`src/rtl/uart_tx_sched.sv`:
```
// Two-requester round-robin byte scheduler feeding a paced console sink through a FIFO.
// Optional feature macro UART_CRLF_EN: a popped LF (0x0A) is emitted as CR (0x0D) then LF.
module uart_tx_sched #(
  parameter int DEPTH = 16,
  parameter int PACE  = 4
) (
  input  logic                   clk,
  input  logic                   rst_n,
  input  logic                   a_valid,
  input  logic [7:0]             a_data,
  output logic                   a_ready,
  input  logic                   b_valid,
  input  logic [7:0]             b_data,
  output logic                   b_ready,
  output logic                   uart_we,
  output logic [31:0]            uart_wdata,
  output logic [$clog2(DEPTH):0] fifo_count,
  output logic                   busy
);

  localparam int         AW          = $clog2(DEPTH);
  localparam int         CW          = AW + 1;
  localparam logic [7:0] PACE_RELOAD = 8'(PACE - 1);

`ifdef UART_CRLF_EN
  typedef enum logic [1:0] {ST_IDLE, ST_EMIT, ST_WAIT, ST_CR} state_e;
`else
  typedef enum logic [1:0] {ST_IDLE, ST_EMIT, ST_WAIT} state_e;
`endif

  logic [7:0]    mem_q [DEPTH];
  logic [AW-1:0] wr_ptr_q, rd_ptr_q;
  logic [CW-1:0] count_q;
  logic          rr_q;                 // 0: A wins a tie, 1: B wins a tie
  state_e        state_q, state_d;
  logic [7:0]    pace_q, pace_d;
  logic          we_q, we_d;
  logic [7:0]    data_q, data_d;
  logic          full, empty, push_a, push_b, push, pop, launch_ok;
  logic [7:0]    push_data, head;
`ifdef UART_CRLF_EN
  logic          lf_pend_q, lf_pend_d;
`endif

  assign full      = (count_q == CW'(DEPTH));
  assign empty     = (count_q == '0);
  assign a_ready   = !full && (!b_valid || !rr_q);
  assign b_ready   = !full && (!a_valid || rr_q);
  assign push_a    = a_valid && a_ready;
  assign push_b    = b_valid && b_ready;
  assign push      = push_a || push_b;
  assign push_data = push_a ? a_data : b_data;
  assign head      = mem_q[rd_ptr_q];

  // NOTE: the storage array has no reset; occupancy is tracked by count_q, so stale contents are never read.
  always_ff @(posedge clk) begin
    if (push) mem_q[wr_ptr_q] <= push_data;
  end

  // NOTE: every clocked block uses non-blocking assignments so all registers update from pre-edge values.
  always_ff @(posedge clk or negedge rst_n) begin
    if (!rst_n) begin
      wr_ptr_q <= '0;
      rd_ptr_q <= '0;
      count_q  <= '0;
      rr_q     <= 1'b0;
    end else begin
      if (push) wr_ptr_q <= wr_ptr_q + 1'b1;
      if (pop)  rd_ptr_q <= rd_ptr_q + 1'b1;
      count_q <= count_q + CW'(push) - CW'(pop);
      if (push_a)      rr_q <= 1'b1;
      else if (push_b) rr_q <= 1'b0;
    end
  end

  // NOTE: all always_comb outputs get a default first, so no path can infer a latch.
  always_comb begin
    state_d   = state_q;
    pace_d    = pace_q;
    we_d      = 1'b0;
    data_d    = data_q;
    pop       = 1'b0;
    launch_ok = 1'b0;
`ifdef UART_CRLF_EN
    lf_pend_d = lf_pend_q;
`endif
    case (state_q)
      ST_IDLE: launch_ok = 1'b1;
      ST_EMIT: begin
        if (PACE == 1) begin
`ifdef UART_CRLF_EN
          state_d = lf_pend_q ? ST_CR : ST_IDLE;
`else
          state_d = ST_IDLE;
`endif
        end else begin
          pace_d  = PACE_RELOAD;
          state_d = ST_WAIT;
        end
      end
      ST_WAIT: begin
        pace_d = pace_q - 8'd1;
        if (pace_q == 8'd1) begin
          // The last wait cycle may launch directly so backlog strobes land exactly PACE apart.
          state_d   = ST_IDLE;
          launch_ok = 1'b1;
        end
      end
`ifdef UART_CRLF_EN
      ST_CR:   launch_ok = 1'b1;
`endif
      default: state_d = ST_IDLE;
    endcase

    if (launch_ok) begin
`ifdef UART_CRLF_EN
      if (lf_pend_q) begin
        data_d    = 8'h0A;
        lf_pend_d = 1'b0;
        we_d      = 1'b1;
        state_d   = ST_EMIT;
      end else if (!empty) begin
        pop     = 1'b1;
        we_d    = 1'b1;
        state_d = ST_EMIT;
        if (head == 8'h0A) begin
          data_d    = 8'h0D;
          lf_pend_d = 1'b1;
        end else begin
          data_d = head;
        end
      end
`else
      if (!empty) begin
        pop     = 1'b1;
        we_d    = 1'b1;
        data_d  = head;
        state_d = ST_EMIT;
      end
`endif
    end
  end

  always_ff @(posedge clk or negedge rst_n) begin
    if (!rst_n) begin
      state_q   <= ST_IDLE;
      pace_q    <= '0;
      we_q      <= 1'b0;
      data_q    <= '0;
`ifdef UART_CRLF_EN
      lf_pend_q <= 1'b0;
`endif
    end else begin
      state_q   <= state_d;
      pace_q    <= pace_d;
      we_q      <= we_d;
      data_q    <= data_d;
`ifdef UART_CRLF_EN
      lf_pend_q <= lf_pend_d;
`endif
    end
  end

  assign uart_we    = we_q;
  assign uart_wdata = {24'h0, data_q};
  assign fifo_count = count_q;
  assign busy       = !empty || (state_q != ST_IDLE);

endmodule

```
`config.mk`:
```
export PLATFORM = sky130hd
export DESIGN_NAME = uart_tx_sched
export DESIGN_NICKNAME = d
export VERILOG_FILES = /design/src/rtl/uart_tx_sched.sv
export SDC_FILE = /design/constraint.sdc
export NUM_CORES = 1
export LEC_CHECK = 0
export ABC_AREA = 1
export CAP_MARGIN = 40
export CORE_MARGIN = 2
export CORE_UTILIZATION = 35
export CTS_BUF_LIST = sky130_fd_sc_hd__clkbuf_8
export DETAILED_ROUTE_END_ITERATION = 8
export GPL_TIMING_DRIVEN = 0
export HOLD_SLACK_MARGIN = 0.15
export PLACE_DENSITY_LB_ADDON = 0.1
export SYNTH_ARGS = -nofsm -noshare
export SYNTH_HDL_FRONTEND = slang
export SYNTH_SLANG_ARGS = --single-unit
export TNS_END_PERCENT = 5
```
`constraint.sdc`:
```
create_clock -name clk -period 3 [get_ports clk]
set_input_delay 0.6 -clock clk [delete_from_list [all_inputs] [get_ports clk]]
set_output_delay 0.6 -clock clk [all_outputs]
set_load 0.05 [all_outputs]
```
Yosys cells after proc, flatten, opt, wreduce, memory -nomap -nowiden

Memories as Yosys holds them, arrays and structs flattened. A register that Yosys moved wholly into a read port is not among the register bits.
Cells that the tools add are included.

Add/sub/neg operators: 5
Equal/unequal tests: 4
Multiplexer cells: 14
Bitwise operators: 1
Reduce and logical (&&, ||, !) cells: 20

Operators with widths:

| kind                                                                | number |
|---|---|
| 8-bit case mux with 2 select lines                                  | 1 |
| 4-bit by 1-bit adder with 4-bit output (second input constant)      | 2 |
| 8-bit by 1-bit == test with 1-bit output (second input constant)    | 1 |
| 8-bit two-way mux                                                   | 1 |
| 8-bit by 1-bit subtractor with 8-bit output (second input constant) | 1 |
| 1-bit two-way mux                                                   | 7 |
| 1-bit logical NOT                                                   | 6 |
| 2-bit two-way mux                                                   | 3 |
| 2-bit case mux with 3 select lines                                  | 1 |
| 2-bit nonzero test                                                  | 3 |
| 5-bit by 1-bit adder with 5-bit output                              | 1 |
| 5-bit == test (second input constant)                               | 1 |
| 5-bit logical NOT                                                   | 1 |
| 5-bit by 1-bit subtractor with 5-bit output                         | 1 |
| 1-bit logical AND                                                   | 4 |
| 1-bit logical OR                                                    | 4 |
| 2-bit by 1-bit == test with 1-bit output (second input constant)    | 1 |
| 2-bit == test (second input constant)                               | 1 |
| 2-bit logical NOT                                                   | 1 |
| 1-bit case mux with 2 select lines                                  | 1 |
| 2-bit AND reduction                                                 | 1 |
| 1-bit inverter                                                      | 1 |

Register bits: 25
Bits in writable memories: 128
Input port bits: 20
Output and inout bits: 41
Word-level logic and storage cells: 52
Memories: 1

Memories:

| memory | depth | bits a word | read ports | clocked after Yosys merged registers in | wr ports | RTL line | text |
|---|---|---|---|---|---|---|---|
| mem_q  | 16    | 8           | 1          | 1                                       | 1        | 31       | `logic [7:0] mem_q [DEPTH];` |

Longest topological paths before layout

Depth in word-level cells: 7
Mapped depth: 16
Depth with buffers taken out: 15

Worst setup path after synthesis

No wires, ideal clock.

Path type: flip-flop to flip-flop
Start point: register count_q[2], in the netlist fifo_count[2]
End point: register count_q[4], in the netlist fifo_count[4]
Library setup time: 128 ps
Arrival time: 2668 ps
Data required time: 2872 ps
Path slack: 204 ps
Stages on the path, launching flop included: 17
Buffers on the path: 1
Clock period less this slack: 2796 ps
Cell sequence: dfrtp_1 > inv_1 > ha_1 > nand3_1 > nor2_1 > inv_1 > nand2_2 > inv_2 > buf_6 > ha_1 > inv_1 > ha_1 > inv_1 > fa_1 > o21ai_0 > a21oi_1 > xor2_1

Elaborated cells on any way between the ends: 12
Those cells by class: 2 x add/sub; 1 x eq/ne; 2 x mux; 7 x reduce/logical

RTL lines:

| what                                        | RTL line | text |
|---|---|---|
| start: declaration                          | 33       | `logic [CW-1:0] count_q;` |
| start signal: assignment                    | 70       | `count_q <= count_q + CW'(push) - CW'(pop);` |
| 5-bit logical NOT                           | 46       | `assign empty = (count_q == '0);` |
| 1-bit two-way mux                           | 134      | `if (!empty) begin` |
| 1-bit two-way mux                           | 115      | `if (launch_ok) begin` |
| via pop                                     | 39       | `logic full, empty, push_a, push_b, push, pop, launch_ok;` |
| 5-bit by 1-bit subtractor with 5-bit output | 70       |  |

The timed path passes the listed nets, and every way through them passes these cells.
A chain may end at the register's enable or synchronous reset.

Final worst setup path

Start point: input port a_valid
End point: output port b_ready

Word-level cells in the longest chain between the ends: 3

Ends and longest elaborated chain:

| what               | RTL line | text |
|---|---|---|
| start: declaration | 9        | `input logic a_valid,` |
| 1-bit logical NOT  | 48       | `assign b_ready = !full && (!a_valid \|\| rr_q);` |
| 1-bit logical OR   | 48       |  |
| 1-bit logical AND  | 48       |  |
| end: declaration   | 14       | `output logic b_ready,` |

No other way between the ends.

==> reports/metrics.yaml <==
status: "finished, final reports clean"
routed_wl_um: 19700
cts_tree: "built"
cts_resized: 1
crit_path_start_kind: "input port"
power_frac_seq_pct: 36.7
core_area_mm2: 0.0211
grt_max_degree: 34
r2r_start: "state_q[0]$_DFF_PN0_"
hold_buffers: 0
swShare_pct: 44.5
nNetsFinal: 907
min_period_ns: 2.88
drive_gt1_share_pct: 10.8
drv_slew: 0
hold_viol_final: 0
synthFlopType: "edfxtp_1"
grt_overflow: 0
setup_viol: 0
worstHoldPathType: "in2async"
yosysTopAreaCellShare_pct: 50.9
wl_per_cell_um: 17.0
cp.required_ns: 2.40
p_leak_nw: 4.02
r2r-end: "fifo_count[4]$_DFF_PN0_"
endpoint: "b_ready"
fin_ws_ns: 0.124
clkTransAtPathRegs_ns: 0.09
fin_skew_ns: 0.0133
cts-root-buf: "clkbuf_8"
crit_chain: "clkdlybuf4s50_1, clkbuf_1, nand2_1, nand2_1, inv_1, clkdlybuf4s50_1"
cts_max_level: 4
io-pin-count: 61
cts_buffer_depth: 2
seqCellArea_mm2: 0.00467
worst-setup-path-type: "in2out"
synth-seq-cells: 161
preCtsSetupSlack_ns: -0.0314
syn_area_per_cell_um2: 9.60
cts_buffers: 17
vias_per_cell: 4.59
clkPwrFrac_pct: 18.1
cp_top_family: "buffers and inverters"
seq_area_frac_synth_pct: 61.9
gpl.final_weighted_congestion: 0.860
crit_start: "a_valid"
die_w_um: 151
grt_pass1_vias: 4957
synthTopCellsByCount: "nand2_1, inv_1, edfxtp_1"
clkSinkCount: 161
fillers: 2095
intPower_mw: 4.78
first_iter_violations: 406
syn_area_mm2: 0.00755
fmax_ghz: 0.348
yosys.area.top_type: "edfxtp_1"
cp.depth: 6
dieArea_mm2: 0.0228
synth_edf_count: 128
relSlewSlack_pct: 39.3
end_kind: "output port"
rrSetupSlack_ns: 0.24
port_buffers: 36
p_switching_mw: 3.84
powerDensity_mw_per_mm2: 979
antenna_found_initial: 0
critPathMaxFanout: 10
drc: 0
tns_ns: 0
syn_to_final_growth_pct: 16.6
cp_slowest_cell: "clkdlybuf4s50_1"
diodes: 0
path_buf_inv: 4
dieHeight_um: 151
max_stage_delay_ns: 0.69
ir_drop_mv: 0.416
clock_latency_ns: 0.47
dp.final_hpwl_um: 14300
rsz0062_at_grt: "false"
multi_input_area_mm2: 0.00214
crit_arrival_ns: 2.28
ys_warn_count: 0
grt_pass1_wl_um: 29200
cts_setup_buffers: 0
grt_usage_pct: 18.1
num_rows: 53
synth_area_leaders: "edfxtp_1, nand2_1, dfrtp_1"
async_flop_share_pct: 20.5
ant_nets: 0
ys_types: 26
yosysMostFrequentCell: "nand2_1"
postSynthCellCount: 786
period_share_pct: 95.9
maxCapViolations: 0
initial_utilization_pct: 35.8
reg2reg_depth: 15
first_pass_iters: 5
vias: 5313
whs_ns: 0.192
worst_pin_slew_ns: 0.908
comb_power_share_pct: 45.2
## state kept, by name (all words and copies together), names as in the netlist
signal      count
data_q          8
fifo_count      5
mem_q         128
pace_q          8
rd_ptr_q        4
rr_q            1
state_q         2
uart_we         1
wr_ptr_q        4
## cells by family (layout without fill, tap and decap cells)
family / count (synthesis) / in the layout / synth area share, %
compound gates: 23 / 23 / 1.58
xor+xnor: 9 / 9 / 1.04
fa+ha+maj: 17 / 17 / 2.92
buf+inv: 189 / 263 / 11.3
flops: 161 / 161 / 61.9
other cells: 1 / 24 / 0.0497
simple gates: 386 / 386 / 21.3
## metal layers
layer  routed length (µm)  global-route usage, %  up-vias  share of wire (%)
met1                 8870                   23.8     2509                 45
met3                 1030                   3.80       24                5.2
met5                    0                      0        -                  0
met4                  363                   6.17        0                1.8
li1                     -                      -     2625                  -
met2                 9430                   29.8      155                 48
## metrics by stage
stage               power, mW  util [%]  instance area [µm²]  std cells
floorplan                5.70         -                 7630        809
global placement         7.01      39.5                 8340       1120
detailed placement       7.09      39.8                 8390       1125
CTS                      8.65      41.6                 8770       1157
global route             9.16      41.7                 8800       1158
finish                   8.62      41.7                 8800       1158
## final cells by class
cell class                      count  share of cell area (%)
Sequential cell                   161                    53.0
Multi-Input combinational cell    459                    24.3
Inverter                          137                    5.84
Timing Repair Buffer               42                    4.79
Tap cell                          275                    3.91
Buffer                             52                    3.81
Clock buffer                       17                    2.66
Clock inverter                     15                    1.66
## worst reg2reg max path, stage by stage (launching register included)
cell and delay (ns):
dfrtp_1 0.41, inv_1 0.17, ha_4 0.19, nand4_1 0.11
nand2_1 0.14, nand2_4 0.09, inv_2 0.08, buf_6 0.15
ha_1 0.24, inv_1 0.06, ha_1 0.16, inv_1 0.05
fa_1 0.40, o21ai_1 0.16, a21oi_1 0.10, xor2_1 0.14
## worst min path at each step
stage	start	to	depth (start not counted)	slack (ns)
after floorplan	rst_n	data_q[0]$_DFFE_PN0P_	0	0.30
after CTS	rst_n	pace_q[0]$_DFFE_PN0P_	1	0.21
after global placement	data_q[3]$_DFFE_PN0P_	data_q[3]$_DFFE_PN0P_	2	0.47
after global routing	rst_n	pace_q[1]$_DFFE_PN0P_	1	0.24
final	rst_n	pace_q[0]$_DFFE_PN0P_	1	0.19
after detailed placement	data_q[3]$_DFFE_PN0P_	data_q[3]$_DFFE_PN0P_	2	0.47
## cells in the final DEF, fill, tap and decap left out, types with 2 or more instances in the layout
cell,netlist,layout
inv_8,0,2
nor2_2,1,2
buf_1,2,2
a31oi_1,3,3
xor2_1,7,7
o21ai_0,12,11
nor2_1,23,22
clkinv_1,1,2
nand4_1,4,4
clkbuf_1,3,3
clkinvlp_4,0,2
buf_8,0,3
conb_1,1,24
buf_4,30,33
a21oi_1,8,8
nand2_1,244,244
clkinv_4,0,2
nand3_1,110,110
clkbuf_8,0,17
nor3_1,2,2
inv_2,4,4
ha_1,16,14
inv_1,132,132
dfrtp_1,33,33
inv_6,0,6
buf_2,16,17
xnor2_1,2,2
clkdlybuf4s50_1,0,34
edfxtp_1,128,128
## power by group through the flow
stage                     Sequential (mW)  Combinational (mW)  Clock, mW
after floorplan                      3.48                2.23          0
after global placement               3.19                3.81          0
after detailed placement             3.21                3.87          0
after CTS                            3.16                3.89       1.59
after global routing                 3.21                4.27       1.68
final                                3.16                3.90       1.56
(Power assumes the default switching activity.)
==> edit: new RTL, config.mk and constraints unchanged <==
The option `UART_CRLF_EN` is turned on by a define.
--- a/src/rtl/uart_tx_sched.sv
+++ b/src/rtl/uart_tx_sched.sv
@@ -1,4 +1,6 @@
 // Two-requester round-robin byte scheduler feeding a paced console sink through a FIFO.
 // Optional feature macro UART_CRLF_EN: a popped LF (0x0A) is emitted as CR (0x0D) then LF.
+`define UART_CRLF_EN
+
 module uart_tx_sched #(
   parameter int DEPTH = 16,
Formal check against the unedited RTL: not equivalent (a bounded check fails within 4 cycles, from zero or initial values and one cycle with rst_n low).
==> edit against the unedited design <==
  * First-iteration DRC count up 19%
  * Via count fell by 1.1%
  * Synthesized cell count is 1.1% lower
  * Total power grew 5.4%
  * Clock skew is 0.014 ns higher
  * Routed wire length shrank 2.7%
  * Final area rose by 1.4%
  * Setup slack better by 0.042 ns
  * Utilization is 0.47 points lower
  * Sequential cell count is 1 higher
  * Synthesized area increased by 1.2%
  * Largest cell class unchanged
  * Highest routed layer unchanged
==> edit: results (changes against the unedited design) <==
{| class="wikitable"
! Metric !! Value
|-
| Wire length of the first global-routing pass || 28,860 µm (was 29,150 µm)
|-
| Post-synthesis instance total || 777 (was 786)
|-
| Overall global routing resource usage || 0.1744 (was 0.1807)
|-
| Total placed cells including tap cells || 1,122 (was 1,125)
|-
| DPL Wire Length || 13,540 µm (was 14,340 µm)
|-
| Wire per inst || 16.53 µm (was 17.00 µm)
|-
| Async set-reset flop share out of synthesis || 0.2099 (was 0.2050)
|-
| Minimum setup slack among reg-to-reg paths || 0.19 ns (was 0.24 ns)
|-
| Static leakage || 4.076 nW (was 4.021 nW)
|-
| Avg Vias per Cell || 4.536 (was 4.588)
|-
| DRC violation total after the first TritonRoute iteration || 485 (was 406)
|-
| Multiplexer share of the synthesized area || 0.01180 (was 0)
|-
| Top cells by count, synth || nand2_1 (230), inv_1 (134), edfxtp_1 (128) (was nand2_1 (244), inv_1 (132), edfxtp_1 (128))
|-
| Port buffer count || 36 (unchanged)
|-
| Number of nets in the layout || 904 (was 907)
|-
| Worst IR Drop VDD || 0.0003124 V (was 0.0004159 V)
|-
| Worst clock skew || 0.02698 ns (was 0.01332 ns)
|-
| Leading cell types by total area after synthesis || edfxtp_1 (50%), nand2_1 (11%), dfrtp_1 (11%) (was edfxtp_1 (51%), nand2_1 (12%), dfrtp_1 (11%))
|-
| Post-Place Cell Area || 8473 µm² (was 8393 µm²)
|-
| Fill cells || 2,135 (was 2,095)
|-
| Proportion of layout cells with a drive suffix above 1 || 0.1263 (was 0.1076)
|-
| Outcome || complete, no violations (unchanged)
|-
| Part of the Yosys area used for sequential elements || 0.6148 (was 0.6187)
|-
| Data arrival time of the critical path || 2.23 ns (was 2.28 ns)
|-
| Worst Max-Slew Pin Slew || 0.8602 ns (was 0.9079 ns)
|-
| Non-filler cells in the finished layout || 1,159 (was 1,158)
|-
| Global placement routability congestion || 0.8470 (was 0.8603)
|-
| Synthesized-area fraction occupied by xor and xnor cells || 0.01262 (was 0.01044)
|-
| Share of the synthesized area in compound gates (AO/OA/AOI/OAI) || 0.02573 (was 0.01575)
|-
| Distinct cells, synth || 33 (was 26)
|}
edit: cell types whose count changed after synthesis, sizes merged, moves of 2 or more:
cell,unedited run,this run
o211ai,0,3
o21ai,12,21
nand2,245,230
buf,49,46
mux2,0,8
nor2,24,30
a31oi,3,1
nand3,110,77
xor2,7,10
or2,1,11
edit: cells by family after synthesis:
kind of cell,after synthesis
muxes,8
xor gates and xnor gates,11
other,1
adders and majority gates,18
AOI/OAI and AO/OA,36
buffers and inverters,186
and+or+nand+nor,355
DFF,162
edit: through the flow:
step	utilization	setup WS [ns]	hold slack, ns	TNS [ns]
after CTS	0.4109	0.004911	0.2200	0
after global routing	0.4127	-0.01993	0.2420	-0.01993
after global placement	0.3900	-0.1533	0.4516	-0.7760
final	0.4127	0.1663	0.2066	0
after floorplan	-	0.2195	0.3044	0
after detailed placement	0.3919	-0.1813	0.4628	-0.1813
edit: where the power goes:
group	leakage (nW)	internal [mW]	switching (mW)
registers	1.58	2.99	0.206
clock network	0.199	0.629	0.970
logic	2.30	1.32	2.97
edit: routing by layer:
metal,track usage,up-vias,share of wire
met4,0.06250,0,0.025
li1,-,2593,-
met3,0.03922,28,0.057
met5,0,-,0
met1,0.2408,2485,0.46
met2,0.2703,151,0.45
edit: what timing repair did:
action,in CTS,in global routing
pin swaps,1,0
gates resized for setup,2,5
buffers inserted,1,4
endpoints found under the setup margin,1,2
endpoints found under the hold margin,0,0
edit: final timing paths:
check                         startpoint             to
setup / recovery           fifo_count[2]        b_ready
hold / removal                     rst_n      pace_q[1]
setup reg to reg              state_q[0]  fifo_count[4]
hold reg to reg                pace_q[7]      pace_q[7]
max in group asynchronous          rst_n           rr_q
min in group clk               pace_q[7]      pace_q[7]
edit: layout make-up:
class                      count  area share
clock buffer                  17     0.02622
clock inverter                15     0.01809
timing repair buffer          47     0.04936
sequential                   162      0.5262
inverter                     138     0.05806
multi-input combinational    452      0.2468
buffer                        48     0.03604
tap                          280     0.03927
